File: src/rtl/add_seq_wide.sv
// add_seq_wide: multi-cycle wide adder/subtractor that time-multiplexes one 16-bit slice adder LSB to MSB.
// Operands enter on a valid/ready handshake and the result leaves on another.
module add_seq_wide #(
    parameter int TOTAL_WIDTH = 64,
    parameter int SLICE = 16
) (
    input  logic                   clk,
    input  logic                   rst,
    input  logic                   in_valid,
    output logic                   in_ready,
    input  logic [TOTAL_WIDTH-1:0] a,
    input  logic [TOTAL_WIDTH-1:0] b,
    input  logic                   cin,
    input  logic                   op_sub,
    output logic                   out_valid,
    input  logic                   out_ready,
    output logic [TOTAL_WIDTH-1:0] sum,
    output logic                   cout,
    output logic                   ovf
);
    localparam int NSLICE = TOTAL_WIDTH / SLICE;
    localparam int IW = NSLICE > 1 ? $clog2(NSLICE) : 1;
    localparam int MSB = TOTAL_WIDTH - 1;

    if (SLICE != 16 || TOTAL_WIDTH < SLICE || TOTAL_WIDTH % SLICE != 0) begin : g_bad_width
        $error("add_seq_wide: TOTAL_WIDTH must be a nonzero multiple of SLICE, and SLICE must be 16");
    end

    typedef enum logic [1:0] {IDLE, RUN, DONE} state_t;
    state_t state, state_n;

    logic [TOTAL_WIDTH-1:0] a_r, b_r;
    logic                   carry;
    logic [IW-1:0]          idx;
    logic [SLICE-1:0]       a_s, b_s;
    logic [SLICE:0]         s;
    logic                   last, accept;

    assign a_s = a_r[int'(idx)*SLICE +: SLICE];
    assign b_s = b_r[int'(idx)*SLICE +: SLICE];
    assign s = {1'b0, a_s} + {1'b0, b_s} + {{SLICE{1'b0}}, carry};
    assign last = idx == IW'(NSLICE - 1);
    assign accept = state == IDLE && in_valid && in_ready;
    assign out_valid = state == DONE;

    always_comb begin
        state_n = state == IDLE ? (accept ? RUN : IDLE)
                : state == RUN  ? (last ? DONE : RUN)
                : (out_ready ? IDLE : DONE);
    end

    // in_ready is registered so it stays low through every cycle that follows a reset edge
    always_ff @(posedge clk) begin
        if (rst) begin
            state <= IDLE;
            in_ready <= 1'b0;
        end else begin
            state <= state_n;
            in_ready <= state_n == IDLE;
        end
    end

    always_ff @(posedge clk) begin
        if (rst) begin
            sum <= '0;
            cout <= 1'b0;
            ovf <= 1'b0;
            idx <= '0;
            carry <= 1'b0;
        end else if (accept) begin
            a_r <= a;
            b_r <= op_sub ? ~b : b;
            carry <= op_sub | cin;
            idx <= '0;
        end else if (state == RUN) begin
            sum[int'(idx)*SLICE +: SLICE] <= s[SLICE-1:0];
            carry <= s[SLICE];
            idx <= idx + 1'b1;
            if (last) begin
                cout <= s[SLICE];
                ovf <= (a_r[MSB] == b_r[MSB]) && (s[SLICE-1] != a_r[MSB]);
            end
        end
    end
endmodule

File: config.mk
export PLATFORM = sky130hd
export DESIGN_NAME = add_seq_wide
export DESIGN_NICKNAME = d
export VERILOG_FILES = /design/src/rtl/add_seq_wide.sv
export SDC_FILE = /design/constraint.sdc
export NUM_CORES = 1
export LEC_CHECK = 0
export ABC_AREA = 1
export BUFFER_PORTS_ARGS = -buffer_cell sky130_fd_sc_hd__buf_2
export CELL_PAD_IN_SITES_DETAIL_PLACEMENT = 0
export CELL_PAD_IN_SITES_GLOBAL_PLACEMENT = 1
export CORE_MARGIN = 4
export CORE_UTILIZATION = 45
export CTS_CLUSTER_SIZE = 8
export DETAILED_ROUTE_END_ITERATION = 6
export PLACE_DENSITY = 0.84
export SLEW_MARGIN = 40
export SYNTH_ARGS = -nofsm -noshare
export SYNTH_HDL_FRONTEND = slang
export SYNTH_SLANG_ARGS = --single-unit
File: constraint.sdc
create_clock -name clk -period 12.7 [get_ports clk]
set_clock_uncertainty 0.05 [all_clocks]
set_input_delay 1.905 -clock clk [delete_from_list [all_inputs] [get_ports clk]]
set_output_delay 1.905 -clock clk [all_outputs]
set_load 0.05 [all_outputs]
* Word-level counts from Yosys, hierarchy flattened
Index checks and enable logic that the tools add are counted.
Cells by class: equality and inequality tests 5, reductions and logical operators 10, add/subtract/negate cells 4, muxes and demuxes 9, shift-type cells 4, bitwise logic cells 4
Operators by type and width (count):
- variable part select 64 x 7 -> 16 bit | 2
- bitwise mux 64 bit | 1
- two-way mux 64 bit | 1
- NOT 64 bit | 1
- variable shift 16 x 33 -> 64 bit (first input constant) | 1
- variable part select 16 x 33 -> 64 bit | 1
- negator 6 -> 33 bit | 1
- adder 16 x 16 -> 17 bit | 1
- adder 17 x 1 -> 17 bit | 1
- two-way mux 2 bit | 4
- equality test 2 bit (second input constant) | 2
- logical NOT 2 bit | 2
- AND reduction 2 bit | 2
- logical AND 1 bit | 3
- two-way mux 1 bit | 3
- AND reduction 3 bit | 1
- adder 2 x 1 -> 2 bit (second input constant) | 1
- equality test 2 x 1 -> 1 bit (second input constant) | 1
- NOT 1 bit | 2
- nonzero test 2 bit | 1
- OR reduction 2 bit | 1
- equality test 1 bit | 1
- != test 1 bit | 1
- bitwise OR 1 bit | 1
Word-level totals: word-level logic and storage cells 45, output and inout bits 68, bits in registers 200

* Depth between registers and ports, before layout
depth in word-level cells 6, mapped depth 18, depth with buffers taken out 16

* Least setup slack after synthesis
OpenSTA, ideal clock, no wires.
kind input -> register, from in rst, to reg a_r[0], enable pin, cell stages on the path 3, data required time 12.033 ns, arrival 7.578 ns, path slack 4.455 ns, cells stage by stage clkbuf_1 -> clkbuf_1 -> nor2_1
Between the ends: cells in the longest elaborated chain, start to end 2
RTL lines:
- start: declaration | line 8 | input logic rst,
- NOT 1 bit (no line)
- AND reduction 2 bit (no line)
- end signal: assignment | line 71 | a_r <= a;
- end: declaration | line 32 | logic [TOTAL_WIDTH-1:0] a_r, b_r;
Every way passes these cells. A chain may end at the register's enable or synchronous reset.

* Worst setup path in the final report
from reg idx[0], to reg sum[20]
Between the ends: cells in the longest elaborated chain, start to end 5, elaborated cells on any way between the ends 8
RTL lines:
- start: declaration | line 34 | logic [IW-1:0] idx;
- start signal: assignment | line 78 | idx <= idx + 1'b1;
- variable part select 64 x 7 -> 16 bit (on tied branches) | line 39, 40
- adder 16 x 16 -> 17 bit | line 41 | assign s = {1'b0, a_s} + {1'b0, b_s} + {{SLICE{1'b0}}, carry};
- adder 17 x 1 -> 17 bit | line 41
- variable part select 16 x 33 -> 64 bit | line 76 | sum[int'(idx)*SLICE +: SLICE] <= s[SLICE-1:0];
- bitwise mux 64 bit (*) | line 76
- end signal: indexed assignment | line 76
- end: declaration | line 17 | output logic [TOTAL_WIDTH-1:0] sum,
Every way passes the cells marked *; elsewhere a longest branch is shown, timed or not.

==> flow_metrics.py <==
metrics = {
    "power": {
        "p_clk_frac": 0.366,
        "power_density_mw_per_mm2": 137,
        "switchingPower_uw": 407,
        "swShare": 0.273,
        "comb_power_share": 0.148,
        "power.internal_uw": 1080,
        "leakage_uw": 0.00448,
        "peakVddDrop_v": 0.0000914,
        "sequentialPowerShare": 0.486,
    },
    "final_layout": {
        "mostFrequentLayoutCells": "200 x buf_2, 192 x nand2_1, 128 x edfxtp_1",
        "stdcell_area_mm2": 0.0108,
        "antennaDiodeCount": 0,
        "nNetsFinal": 1255,
        "final_common_cell": "buf_2",
        "drive_gt1_frac": 0.231,
        "area_growth_pct": 19.9,
    },
    "placed_design": {
        "gp_congestion": 0.841,
        "dp.final_hpwl_mm": 15.5,
        "placed_cell_area_mm2": 0.0103,
        "io_buffers": 201,
        "pre_cts_slack_ns": 8.61,
    },
    "synth": {
        "synth-seq-cells": 200,
        "synth.area.mux_share": 0,
        "synth_top_family_by_area": "simple AND/OR/NAND/NOR gates",
        "yosys_warnings": 0,
        "syn-mean-instance-area_um2": 9.83,
        "synthAdderAreaFrac": 0.0335,
        "syn_nets": 1077,
        "synth_compound_area_frac": 0.106,
        "synth_area_mm2": 0.00904,
        "synth_xor_area_frac": 0.0704,
        "synth_cell_types": 34,
        "yosysSeqAreaShare": 0.584,
        "synthSimpleGateAreaFrac": 0.162,
        "syn_inst": 920,
    },
    "sta": {
        "fin_crit_sh": 0.309,
        "slew_viol_final": 0,
        "hold_ws_ns": 0.414,
        "setup_slack_ns": 8.78,
        "setup_viol": 0,
        "setup_tns_ns": 0,
        "slew_headroom": 0.491,
        "hold_viol": 0,
        "worst_pin_slew_ns": 0.763,
        "rsz0062_at_grt": "no",
        "clock.fmax_ghz": 0.255,
        "finalCriticalPeriod_ns": 3.92,
    },
    "run": {
        "cap_violations": 0,
    },
    "clocking": {
        "numCtsBuffers": 17,
        "h-tree-depth": 4,
        "insertion_delay_ns": 0.43,
        "clkTransAtPathRegs_ns": 0.07,
        "clock-sinks": 200,
        "clock_path_buffers": 2,
        "postCtsHoldBufs": 0,
        "post-cts-setup-buffers": 0,
        "cts-root-buf": "clkbuf_16",
        "cts_tree": "done",
        "ctsResizeCount": 0,
    },
    "detailed_routing": {
        "avgRoutedWirePerCell_um": 16.1,
        "finalWirelength_mm": 22.1,
        "wl_met3_mm": 1.65,
        "ant_nets": 0,
        "vias_per_cell": 5.05,
        "drt-met1-wl_mm": 9.83,
        "wl_met2_mm": 10.2,
        "dr.pass1.iters": 5,
        "drcViolationCount": 0,
        "vias": 6954,
        "highest-signal-layer": "met4",
        "initialDrtViolationCount": 630,
    },
    "die": {
        "fp.coreArea_mm2": 0.0196,
        "rows": 51,
        "die-width_um": 150,
        "fp.dieArea_mm2": 0.0224,
        "ios": 202,
        "die_h_um": 150,
        "start_util": 0.462,
    },
    "grt": {
        "grt_max_degree": 88,
        "grt_pass1_wl_mm": 34.3,
        "grt_usage": 0.198,
        "grt_overflow_total": 0,
        "antenna_found_initial": 0,
        "grt_pass1_vias": 6554,
    },
    "setup_path": {
        "reg2reg_to": "sum[20]",
        "worst-endpoint-arrival_ns": 4.23,
        "cp-start-kind": "register",
        "reg2regPathDepth": 12,
        "reg2reg_from": "idx[0]",
        "path_class": "register to register",
        "worstPathMaxFanout": 75,
        "critPathCaptureType": "register",
        "r2r_slack_ns": 8.78,
        "cp.required_ns": 13.01,
    },
    "min_path": {
        "hp-class": "register to register",
        "hold_path.startpoint": "sum[9]",
        "hold_path_depth": 2,
        "holdPathEnd": "sum[9]",
    },
    "status": {
        "status": "finished, final reports clean",
    },
}
-- through the flow --
stage,power (uW),std cells,util
after floorplan,886,920,-
after global placement,955,1342,0.522
after detailed placement,959,1344,0.523
after CTS,1500,1376,0.554
after global routing,1550,1376,0.554
final,1490,1376,0.554
-- worst max-delay path by stage --
stage | start | end | slack (ns) | depth (start not counted)
floorplan | rst | a_r[0] | 4.45 | 3
global placement | rst | a_r[54] | 7.98 | 4
detailed placement | rst | a_r[37] | 8.61 | 4
CTS | idx[0] | sum[20] | 8.75 | 12
global route | idx[0] | sum[56] | 8.34 | 14
finish | idx[0] | sum[20] | 8.78 | 12
-- cells in the mapped netlist (all sizes together) --
master,count,area share
clkbuf,32,0.013
or2,1,0.00069
o21bai,2,0.0017
o22ai,32,0.022
nand2,195,0.082
nand3b,3,0.0025
inv,48,0.020
nand3,29,0.016
ha,21,0.029
o21ai,66,0.037
fa,2,0.0044
xnor2,1,0.00097
edfxtp,128,0.43
nor2,97,0.043
o21a,1,0.00083
nand4,17,0.012
a21oi,74,0.041
a22oi,4,0.0033
o31ai,1,0.00083
buf,17,0.0098
nor4,1,0.0024
nor3,3,0.0017
clkinv,1,0.00055
xor2,70,0.069
dfxtp,72,0.16
and2,2,0.0014
-- layout make-up --
class	instances	area (um2)
multi-input combinational	622	3370
sequential	200	5290
tap	265	332
fill	1777	8740
clock buffer	17	425
inverter	49	189
clock inverter	15	165
timing repair buffer	208	1080
-- power groups by stage --
stage / Clock (uW) / Combinational (uW) / Sequential [uW]
after floorplan: 0 / 135 / 751
after global placement: 0 / 217 / 738
after detailed placement: 0 / 221 / 738
after CTS: 552 / 221 / 723
after global routing: 578 / 248 / 725
final: 545 / 220 / 723
-- metal layers --
| layer | track usage | vias to the layer above |
|---|---|---|
| li1 | - | 3488 |
| met1 | 0.279 | 3155 |
| met2 | 0.312 | 280 |
| met3 | 0.0385 | 31 |
| met4 | 0.0659 | 0 |
| met5 | 0 | - |
-- flip-flops by register name, indices dropped and copies added, names as in the netlist --
| name | count |
|---|---|
| a_r | 64 |
| b_r | 64 |
| sum | 64 |
| idx | 2 |
| state | 2 |
| carry | 1 |
| cout | 1 |
| in_ready | 1 |
| ovf | 1 |
-- logic make-up after synthesis --
logic type / Yosys count
AND/OR/NAND/NOR: 348
flip-flops: 200
AO/OA/AOI/OAI: 180
buffers and inverters: 98
XOR/XNOR: 71
adder cells (fa/ha/maj): 23
-- critical path, stage by stage, from the launching register on --
cell	delay (ns)
dfxtp_2	0.80
clkinv_4	0.62
o21ai_0	0.34
o22ai_1	0.14
fa_1	0.45
fa_1	0.45
nand3_1	0.11
nand2_1	0.10
xor2_1	0.26
nand2_1	0.15
nor2_1	0.16
nand2_1	0.07
a21oi_1	0.14
No activity file was read; power rests on OpenSTA's default activity.
